[config.mk]
export PLATFORM = sky130hd
export DESIGN_NAME = uart_hex_printer
export DESIGN_NICKNAME = d
export VERILOG_FILES = /design/src/rtl/uart_hex_printer.sv
export SDC_FILE = /design/constraint.sdc
export NUM_CORES = 1
export LEC_CHECK = 0
export ABC_AREA = 1
export CORE_MARGIN = 2
export CORE_UTILIZATION = 35
export DETAILED_ROUTE_END_ITERATION = 10
export GPL_TIMING_DRIVEN = 0
export PLACE_DENSITY_LB_ADDON = 0.05
export RECOVER_POWER = 100
export SLEW_MARGIN = 20
export SYNTH_ARGS = -nofsm -noshare
export SYNTH_HDL_FRONTEND = slang
export SYNTH_SLANG_ARGS = --single-unit
export TNS_END_PERCENT = 20
[constraint.sdc]
create_clock -name clk -period 3.72 [get_ports clk]
set_input_delay 0.744 -clock clk [delete_from_list [all_inputs] [get_ports clk]]
set_output_delay 0.744 -clock clk [all_outputs]
set_load 0.01 [all_outputs]
[src/rtl/uart_hex_printer.sv]
// Renders queued binary words as fixed-width uppercase ASCII hex lines (CR LF terminated) for uart_tx.
// Optional "0x" line prefix is enabled by defining UART_HEX_PREFIX_EN.
module uart_hex_printer #(
   parameter int WORD_W     = 32,
   parameter int FIFO_DEPTH = 4
) (
   input  logic              clk,
   input  logic              rst_n,
   input  logic [WORD_W-1:0] word_i,
   input  logic              word_valid_i,
   output logic              word_ready_o,
   output logic [7:0]        tx_data_o,
   output logic              tx_data_valid_o,
   input  logic              tx_data_ready_i,
   output logic              busy_o,
   output logic              overflow_o
);

   localparam int DIGITS = WORD_W / 4;
   localparam int NIB_W  = (DIGITS > 1) ? $clog2(DIGITS) : 1;
   localparam int PTR_W  = $clog2(FIFO_DEPTH);
   localparam int CNT_W  = PTR_W + 1;

   // Valid/ready: a byte moves on a posedge where tx_data_valid_o && tx_data_ready_i; the FSM
   // only leaves a byte-emitting state on that transfer, so data and valid hold while stalled.
   typedef enum logic [2:0] {
      S_IDLE,
      S_LOAD,
      S_CHAR,
      S_CR,
      S_LF
`ifdef UART_HEX_PREFIX_EN
      ,
      S_PRE0,
      S_PREX
`endif
   } state_t;

   state_t              state_q, state_d;
   logic [WORD_W-1:0]   shifter_q, shifter_d;
   logic [NIB_W-1:0]    nib_q, nib_d;
   logic [WORD_W-1:0]   mem_q [FIFO_DEPTH];
   logic [PTR_W-1:0]    wr_ptr_q, wr_ptr_d;
   logic [PTR_W-1:0]    rd_ptr_q, rd_ptr_d;
   logic [CNT_W-1:0]    count_q, count_d;
   logic                overflow_q, overflow_d;

   logic                full, empty, push, pop, xfer;
   logic [7:0]          tx_byte;
   logic                tx_valid;

   function automatic logic [7:0] hex_ascii(input logic [3:0] n);
      if (n <= 4'd9) return 8'h30 + {4'h0, n};
      else           return 8'h37 + {4'h0, n};
   endfunction

   assign full  = (count_q == CNT_W'(FIFO_DEPTH));
   assign empty = (count_q == '0);
   assign push  = word_valid_i && !full;
   assign pop   = (state_q == S_LOAD);
   assign xfer  = tx_valid && tx_data_ready_i;

   assign word_ready_o    = !full;
   assign tx_data_o       = tx_byte;
   assign tx_data_valid_o = tx_valid;
   assign busy_o          = (state_q != S_IDLE) || !empty;
   assign overflow_o      = overflow_q;

   always_comb begin
      wr_ptr_d   = wr_ptr_q + PTR_W'(push);
      rd_ptr_d   = rd_ptr_q + PTR_W'(pop);
      count_d    = count_q + CNT_W'(push) - CNT_W'(pop);
      // A push against a full FIFO is lost even when a pop frees a slot in the same cycle.
      overflow_d = overflow_q | (word_valid_i & full);
   end

   always_comb begin
      state_d   = state_q;
      shifter_d = shifter_q;
      nib_d     = nib_q;
      tx_valid  = 1'b0;
      tx_byte   = 8'h00;
      case (state_q)
         S_IDLE: begin
            if (!empty) state_d = S_LOAD;
         end
         S_LOAD: begin
            shifter_d = mem_q[rd_ptr_q];
            nib_d     = NIB_W'(DIGITS - 1);
`ifdef UART_HEX_PREFIX_EN
            state_d   = S_PRE0;
`else
            state_d   = S_CHAR;
`endif
         end
`ifdef UART_HEX_PREFIX_EN
         S_PRE0: begin
            tx_valid = 1'b1;
            tx_byte  = 8'h30;
            if (xfer) state_d = S_PREX;
         end
         S_PREX: begin
            tx_valid = 1'b1;
            tx_byte  = 8'h78;
            if (xfer) state_d = S_CHAR;
         end
`endif
         S_CHAR: begin
            tx_valid = 1'b1;
            tx_byte  = hex_ascii(shifter_q[WORD_W-1 -: 4]);
            if (xfer) begin
               shifter_d = shifter_q << 4;
               if (nib_q == '0) state_d = S_CR;
               else             nib_d   = nib_q - NIB_W'(1);
            end
         end
         S_CR: begin
            tx_valid = 1'b1;
            tx_byte  = 8'h0D;
            if (xfer) state_d = S_LF;
         end
         S_LF: begin
            tx_valid = 1'b1;
            tx_byte  = 8'h0A;
            if (xfer) state_d = S_IDLE;
         end
         default: state_d = S_IDLE;
      endcase
   end

   always_ff @(posedge clk or negedge rst_n) begin
      if (!rst_n) begin
         state_q    <= S_IDLE;
         shifter_q  <= '0;
         nib_q      <= '0;
         wr_ptr_q   <= '0;
         rd_ptr_q   <= '0;
         count_q    <= '0;
         overflow_q <= 1'b0;
      end else begin
         state_q    <= state_d;
         shifter_q  <= shifter_d;
         nib_q      <= nib_d;
         wr_ptr_q   <= wr_ptr_d;
         rd_ptr_q   <= rd_ptr_d;
         count_q    <= count_d;
         overflow_q <= overflow_d;
      end
   end

   // Storage needs no reset: the pointers and count define which entries are live.
   always_ff @(posedge clk) begin
      if (push) mem_q[wr_ptr_q] <= word_i;
   end

endmodule

======== Word-level counts from Yosys, hierarchy flattened ========
Memory sizes are Yosys's and may differ from the RTL's.
Cells that the tools add are included.
word-level totals
  word-level logic and storage cells ...... 59
  memories kept ........................... 1
  input port bits ......................... 36
  bits in registers ....................... 46
  bits in writable memories ............... 128
cells by class
  equal/unequal tests ..................... 11
  add/sub/neg operators ................... 7
  bitwise gates (word level) .............. 2
  multiplexer cells ....................... 16
  order comparisons ....................... 1
  reduce and logical (&&, ||, !) cells .... 14
memories
  name   depth  width  read ports  clocked after Yosys merged registers in  write ports  line  RTL
  mem_q  4      32     1           0                                        1            42    logic [WORD_W-1:0] mem_q [FIFO_DEPTH];
operators by type and width
  operator                                           count
  case mux 32 bit (2 select lines)                   1
  two-way mux 32 bit                                 1
  two-way mux 3 bit                                  7
  case mux 7 bit (3 select lines)                    1
  case mux 3 bit (5 select lines)                    1
  adder 6 x 4 -> 7 bit (first input constant)        2
  inequality test 2 bit (second input constant)      6
  logical NOT 3 bit                                  3
  two-way mux 7 bit                                  1
  == test 3 x 2 -> 1 bit (second input constant)     2
  == test 3 bit (second input constant)              2
  case mux 3 bit (2 select lines)                    1
  AND reduction 5 bit                                1
  adder 2 x 1 -> 2 bit                               2
  <= comparator 4 bit (second input constant)        1
  adder 3 x 1 -> 3 bit                               1
  == test 3 x 1 -> 1 bit (second input constant)     1
  two-way mux 1 bit                                  3
  AND reduction 3 bit                                1
  nonzero test 3 bit                                 1
  OR reduction 3 bit                                 1
  subtractor 3 x 1 -> 3 bit                          1
  subtractor 3 x 1 -> 3 bit (second input constant)  1
  logical AND 1 bit                                  2
  6 further kinds                                    7

======== Depth between registers and ports, before layout ========
Gate-level depths: netlist of run 1.
  depth after elaboration ................. 6
  mapped depth ............................ 9

======== Worst setup path before layout of run 1 ========
No wires, ideal clock.
  path kind ............................... in2reg
  start ................................... in word_valid_i
  end ..................................... mem mem_q[0][0] (enable)
  stages .................................. 2
  data arrival time ....................... 3.085 ns
  library setup time ...................... 0.461 ns
  setup slack ............................. 0.174 ns
  required time ........................... 3.259 ns
  path through ............................ nand2_1 nor3_1
on the way
  word-level cells in the longest chain between the ends .. 3
ends and longest elaborated chain
  item                                     line  RTL
  start: declaration                       10    input logic word_valid_i,
  logical AND 1 bit                        59    assign push = word_valid_i && !full;
  two-way mux 1 bit                        153   if (push) mem_q[wr_ptr_q] <= word_i;
  two-way mux 1 bit (not written as such)  153
  end: declaration                         42
No other way between the ends.

======== Final worst setup path of run 1 ========
  start ................................... reg state_q[2]
  end ..................................... out tx_data_o[1]
on the way
  word-level cells in the longest chain between the ends .. 2
  elaborated cells between the ends (all ways) .. 4
ends and longest elaborated chain
  item                                                            line  RTL
  start: declaration                                              39    state_t state_q, state_d;
  start signal: assignment                                        141   state_q <= state_d;
  == test 3 bit / == test 3 x 2 -> 1 bit (equally long branches)  83    case (state_q)
  case mux 7 bit (3 select lines) (*)                             83
  end: declaration                                                12    output logic [7:0] tx_data_o,
Every way passes the cells marked *; elsewhere a longest branch is shown, timed or not.

==> key figures, run 1 <==
Outcome
  • Run status: complete, but fails checks
  • Violated checks: capacitance limit, slew limit

Critical path
  • CP cell instances: nor2_1, nand2_4, inv_1, buf_4, nand3_1, nand3_1, clkdlybuf4s50_1
  • Max FO, Critical Path: 10
  • Worst R2R End: mem_q[1][25]
  • Capture point of the worst path: tx_data_o[1]
  • Worst path depth: 7
  • Startpoint types: flip-flop
  • Critical path class: flip-flop to output pin
  • Arrival @ worst endpoint: between 2 and 3 ns
  • Bufs and invs on worst path: 3
  • Reg-to-Reg Start: count_q[1]
  • Slowest Stage Delay on Critical Path: between 0.5 and 0.6 ns
  • R2R setup slack: 0.85 ns
  • Cells on worst reg2reg path: 7
  • Worst path required time: 2.98 ns
  • Critical Path Source: state_q[2]
  • CP top delay family: buffers and inverters
  • Most numerous cell on the critical path: nand3_1
  • Slowest cell on crit path: clkdlybuf4s50_1
  • CP Capture Type: output pin

STA
  • Highest clock rate: between 0.3 and 0.4 GHz
  • Final setup vio count: 0
  • Relative slew slack: -0.09927
  • Crit share post-route: 0.8779
  • Post-layout min period: ~3.3 ns
  • Worst slew pin tran: approximately 1.6 ns
  • Final Max Slew Viols: 29
  • Clk_skew: 0.01214 ns
  • Final WS setup: ~0.45 ns
  • Final Hold Fails: 0
  • RSZ-0062 raised after global routing: false

Synth
  • Mean Syn Cell Area: 9.643 sq um
  • Number of synthesized flops with an enable pin: ~130
  • FF+latch count, synth: approximately 170
  • Cells after Synth: between 700 and 800
  • Sequential share of the synthesized area: 0.6540
  • Main synth FF type: edfxtp_1
  • Yosys warns: 0
  • Fraction of registers with async set/reset: 0.2644
  • Synthesized Nets: 835
  • Distinct cells, synth: 27
  • Cell area after synthesis: 7637 sq um

Finish
  • Layout area overhead: 18.66%
  • NumNets Final: approximately 920
  • # diodes: 0
  • Design Area, Final: 9062 sq um
  • # fillers: between 2000 and 2500
  • Final non-filler cell total: 1169
  • Fin util: 0.4192
  • Proportion of layout cells with a drive suffix above 1: 0.06524

Global route
  • Pin count of the biggest net entering global routing: 29
  • First-pass GRT wire length: between 20 and 30 mm
  • GRT Resource Usage Total: 0.1718
  • Initial antenna violation count: 0
  • Grt total ovfl: 0
  • Number of global-route vias before repair: ~5500

Pwr
  • Worst vdd ir: 0.4269 mV
  • Power density cells: 857.3 nW/um^2
  • Pleak: 4.015 nW

Drt
  • ANT nets after route: 0
  • Via count: 5217
  • TritonRoute pass-1 iters: 4
  • Post-Route WL: 18.14 mm
  • Routed wire length per instance: about 16 microns
  • # DRC: 0
  • Post-DR vias/cell: 4.463
  • Initial DRC Count: approximately 230

Clock network
  • Worst skew pair latency: 0.43 ns
  • Cts hold-fix bufs: 0
  • Post-CTS sizing: 0
  • Clock-pin slew on the worst setup and hold paths: 0.07 ns
  • Post-CTS setup buffer count: 0
  • Num CTS Buffers: 17
  • Clock H-tree levels: 4
  • Clock Path Buffers: 2
  • Root Driver: clkbuf_16
  • CTS tree: built
  • Num Clock Sinks: 174

Placement
  • Cell Area, Placed: 8630 sq um
  • GP Congestion: 0.8073
  • Placed Instances: 1137
  • Post-DP HPWL: ~13 mm
  • Port Buffer Count: 46
  • Pre-CTS setup slack: ~1 ns

Floorplan
  • Initial core utilization: 0.3532
  • Core ar.: ~22000 sq um
  • Row count: 54
  • Num ports: 48
  • Die area: 23020 sq um
  • Die Wd: 151.7 microns
  • Die Y: 151.7 microns

Hold path
  • Worst hold path stage count: 1
  • Hold Path Class: flip-flop to flip-flop

Run
  • Number of max-cap violations: 1
## metal layers
metal | part of all wire | vias up | GRT usage
met5 | 0 | - | 0
met4 | 0.011 | 0 | 0.04630
met3 | 0.027 | 12 | 0.03623
met2 | 0.49 | 65 | 0.2881
met1 | 0.48 | 2476 | 0.2268
li1 | - | 2664 | -
## state kept, by name, indices dropped and copies added, names as in the netlist
register / count
state_q: 3
overflow_o: 1
shifter_q: 32
rd_ptr_q: 2
mem_q: 128
nib_q: 3
count_q: 3
wr_ptr_q: 2
## layout make-up
class	instances	area, sq um	area share
sequential	174	4995	0.5512
multi-input combinational	502	2122	0.2342
timing repair buffer	65	525.5	0.05799
clock buffer	18	429.2	0.04736
tap	280	350.3	0.03866
inverter	83	314.1	0.03465
buffer	33	193.9	0.02140
clock inverter	14	132.6	0.01463
## cells in the mapped netlist (6+ instances only)
cell / instances / area share
dfrtp_1: 46 / 0.15
clkinv_1: 14 / 0.0069
clkbuf_1: 7 / 0.0034
inv_1: 65 / 0.032
nand3_1: 55 / 0.036
buf_2: 15 / 0.0098
edfxtp_1: 128 / 0.50
nand2_1: 389 / 0.19
ha_1: 6 / 0.0098
nor2_1: 21 / 0.010
o21ai_0: 7 / 0.0046
## worst min path at each step
stage | start | endpoint | slack, ns
after floorplan | shifter_q[2] | shifter_q[2] | 0.44
after global placement | overflow_o | overflow_o | 0.45
after detailed placement | shifter_q[19] | shifter_q[19] | 0.47
after CTS | rst_n | overflow_o | 0.27
after global routing | overflow_o | overflow_o | 0.49
final | overflow_o | overflow_o | 0.47
## power by group
part,internal [W],switching [W]
sequential,0.00266,0.000210
combinational,0.00104,0.00214
clock,0.000933,0.000791
## logic make-up after synthesis
kind of cell    Yosys count  share of synthesized area
buf+inv                 116                    0.06717
simple gates            476                     0.2507
compound gates           12                   0.008355
other cells               1                  0.0004910
fa+ha+maj                 7                    0.01245
flops                   174                     0.6540
xor+xnor                  6                   0.006881
## placed cells by master, fill, tap and decap left out
master             n
a21oi_1            4
a31o_2             1
buf_1              1
buf_2             11
buf_4              5
buf_6              5
bufinv_16          1
clkbuf_1          32
clkbuf_16         17
clkdlybuf4s50_1    4
clkinv_1          16
clkinv_4           1
clkinvlp_4         5
conb_1             1
dfrtp_1           46
dlygate4sd3_1     41
edfxtp_1         128
fa_1               1
ha_1               6
inv_1             67
inv_2              1
inv_4              1
inv_6              3
inv_8              2
nand2_1          389
nand2_4            2
nand2_8            1
nand3_1           55
nand3_2            1
nor2_1            22
nor2_4             1
nor3_1             5
o21ai_0            7
xnor2_1            2
xor2_1             4
## through the flow
stage	hold slack [ns]	power [W]	setup TNS [ns]
2_1_floorplan	0.4422	0.005072	0
3_3_place_gp	0.4516	0.006136	-334.51
3_5_place_dp	0.4669	0.006254	0
4_1_cts	0.2665	0.008000	0
5_1_grt	0.4943	0.008454	0
6_report	0.4706	0.007769	0
No activity file was read; power rests on OpenSTA's default activity.
==> run 2: changes to the inputs <==
- ABC_AREA: 1 -> default
- CTS_BUF_LIST: default -> sky130_fd_sc_hd__clkbuf_8
==> run 2 against run 1 <==
The flow still finishes with violations (capacitance limit, slew limit). First-iteration DRC count is 3.5% lower. Sequential power hardly changed. Cell count is 33% lower. Via count is 26% lower. Core utilization is 0.13 points higher. Flip-flop and latch count stayed put. Routed wire length is 22% lower. Setup slack worse by 0.088 ns. Critical path depth is 2 lower. Non-clock buffer count is 9 lower. Final area is 9.4% lower. Sequential share of layout area is 5.7 points higher. Highest routed layer unchanged.
==> key figures, run 2 <==
Outcome
  • Run status: complete, but fails checks
  • Violated checks: capacitance limit, slew limit

STA
  • Worst slew pin tran: 1.512 ns
  • Final Hold Fails: 0
  • RSZ-0062 raised after global routing: false
  • Clk_skew: 0.01065 ns
  • Highest clock rate: 0.2982 GHz
  • Final setup vio count: 0
  • Relative slew slack: -0.007762
  • Post-layout min period: ~3.4 ns
  • Hold Slack: between 0.4 and 0.5 ns
  • Total negative setup slack: 0 ns
  • Crit share post-route: 0.9016
  • Final Max Slew Viols: 28

Synth
  • Synthesized Nets: approximately 470
  • Sequential share of the synthesized area: 0.7131
  • Leading cell types by count after synthesis: edfxtp_1, nand2_1, dfrtp_1
  • Distinct cells, synth: 41
  • Mean Syn Cell Area: 16.29 sq um
  • Number of synthesized flops with an enable pin: around 130
  • Cells after Synth: 430
  • Synth area leaders: edfxtp_1, dfrtp_1, mux4_2
  • Fraction of registers with async set/reset: 0.2644
  • Main synth FF type: edfxtp_1
  • Most common cell in the synthesized netlist: edfxtp_1
  • Cell area after synthesis: 7004 sq um
  • Synth top area share: 0.5488
  • Yosys warns: 0
  • Cell taking the most area after synthesis: edfxtp_1
  • FF+latch count, synth: around 170

Global route
  • GRT Resource Usage Total: 0.1418
  • First-pass GRT wire length: 22.72 mm
  • Initial antenna violation count: 0
  • Grt total ovfl: 0
  • Pin count of the biggest net entering global routing: 28
  • Number of global-route vias before repair: 4087

Finish
  • # fillers: approximately 1800
  • Layout area overhead: 17.20%
  • # diodes: 0
  • Number of flip-flops in the largest register: around 130
  • Most common cell after layout, fill and taps aside: edfxtp_1
  • NumNets Final: 553
  • Footprint of the multi-input gates: 1785 sq um
  • Most flops, register: mem_q
  • Top Registers: mem_q (128), shifter_q (32)
  • Most frequent cells in the layout: edfxtp_1, nand2_1, dfrtp_1, dlygate4sd3_1, mux4_2
  • FF+latch area: roughly 5000 sq um
  • Proportion of layout cells with a drive suffix above 1: 0.1491

Pwr
  • Int Pwr: 0.004366 W
  • Gate power share: 0.363
  • Final Total Pwr: 0.006618 W
  • Net Sw Frac: 0.3403
  • Net Sw Power: 0.002252 W
  • Part of the power in the clock network: 0.204
  • Pleak: 2.880 nW
  • Power density cells: 806.2 nW/um^2
  • Sequential share of power: 0.434
  • Worst vdd ir: between 0.2 and 0.3 mV

Floorplan
  • Num ports: 48
  • Die area: 21160 sq um
  • Core ar.: 19530 sq um
  • Row count: about 50
  • Initial core utilization: 0.3587
  • Die Wd: 145.5 microns
  • Die Y: between 100 and 150 microns

Critical path
  • Max FO, Critical Path: 12
  • Critical path class: input port to flip-flop
  • CP top delay family: buffers and inverters
  • CP cell instances: dlygate4sd3_1, nand2_1, nor3b_1, clkbuf_1, clkbuf_1
  • Slowest cell on crit path: nor3b_1
  • Slowest Stage Delay on Critical Path: between 0.8 and 0.9 ns
  • Arrival @ worst endpoint: 3.45 ns
  • Startpoint types: input port
  • Most numerous cell on the critical path: clkbuf_1
  • CP Capture Type: flip-flop
  • Worst path required time: 3.82 ns
  • Bufs and invs on worst path: 3

Drt
  • # DRC: 0
  • ANT nets after route: 0
  • Initial DRC Count: between 200 and 250
  • Post-Route WL: 14.13 mm
  • Routed wire length per instance: roughly 18 microns
  • TritonRoute pass-1 iters: 4
  • Post-DR vias/cell: about 4.9
  • Via count: 3880

Clock network
  • Post-CTS setup buffer count: 0
  • CTS tree: built
  • Root Driver: clkbuf_8
  • Clock Path Buffers: 2
  • Post-CTS sizing: 0
  • Clock H-tree levels: 4
  • Worst skew pair latency: 0.45 ns
  • Num Clock Sinks: around 170
  • Clock-pin slew on the worst setup and hold paths: roughly 0.090 ns
  • Num CTS Buffers: 17
  • Cts hold-fix bufs: 0

Placement
  • Port Buffer Count: 46
  • Post-DP HPWL: 9.871 mm
  • GP Congestion: 0.7398

Hold path
  • Hold Path Class: flip-flop to flip-flop

Run
  • Number of max-cap violations: 1
## run 2: cell count changes in the layout (fill, tap and decap cells not counted), sizes merged, moves of 9 or more
cell,before,now
a31oi,0,28
buf,22,13
clkinv,17,4
inv,74,15
mux4,0,32
nand2,392,63
nand3,56,1
nor2,23,12
nor3,5,30
## run 2: layer usage
metal  part of all wire  GRT usage  vias up
met3              0.038    0.03511        9
met2               0.50     0.2353       81
li1                   -          -     1801
met1               0.45     0.1872     1989
met5                  0          0        -
met4             0.0099    0.03824        0
## run 2: cell families after synthesis
logic type | Yosys count | synth area share
AND/OR/NAND/NOR | 125 | 0.08503
AO/OA/AOI/OAI | 44 | 0.04252
multiplexers | 36 | 0.1086
adder cells (fa/ha/maj) | 7 | 0.01358
XOR/XNOR | 6 | 0.007503
other | 1 | 0.0005354
buffers and inverters | 37 | 0.02912
flip-flops | 174 | 0.7131
## run 2: power groups by stage
| stage | Combinational, W | Clock, W | Sequential, W |
|---|---|---|---|
| floorplan | 0.00175 | 0 | 0.00286 |
| finish | 0.00240 | 0.00135 | 0.00287 |
| global route | 0.00270 | 0.00147 | 0.00293 |
| global placement | 0.00250 | 0 | 0.00293 |
| CTS | 0.00264 | 0.00139 | 0.00288 |
| detailed placement | 0.00264 | 0 | 0.00292 |
## run 2: stage by stage
stage,instance area (sq um),worst slack [ns],std cells,util
6_report,8209,0.3661,788,0.4204
2_1_floorplan,7009,-0.03702,430,-
5_1_grt,8209,0.1585,788,0.4204
3_3_place_gp,7801,-2.999,741,0.3995
3_5_place_dp,7981,0.9329,756,0.4088
4_1_cts,8387,0.4178,788,0.4295
## run 2: final timing paths
path | startpoint | to | slack (ns) | cells after the start
max in group asynchronous | rst_n | rd_ptr_q[1] | 1.25 | 2
hold / removal | overflow_o | overflow_o | 0.46 | 1
hold reg to reg | overflow_o | overflow_o | 0.46 | 1
min in group asynchronous | rst_n | shifter_q[29] | 0.50 | 1
setup / recovery | word_valid_i | mem_q[1][31] | 0.37 | 5
setup reg to reg | state_q[1] | count_q[2] | 0.56 | 10
## run 2: cell type report
class,instances,share of cell area
buffer,28,0.01799
clock buffer,17,0.02850
multi-input combinational,219,0.2175
inverter,9,0.004115
sequential,174,0.6084
clock inverter,15,0.02088
tap,265,0.04039
timing repair buffer,61,0.06219
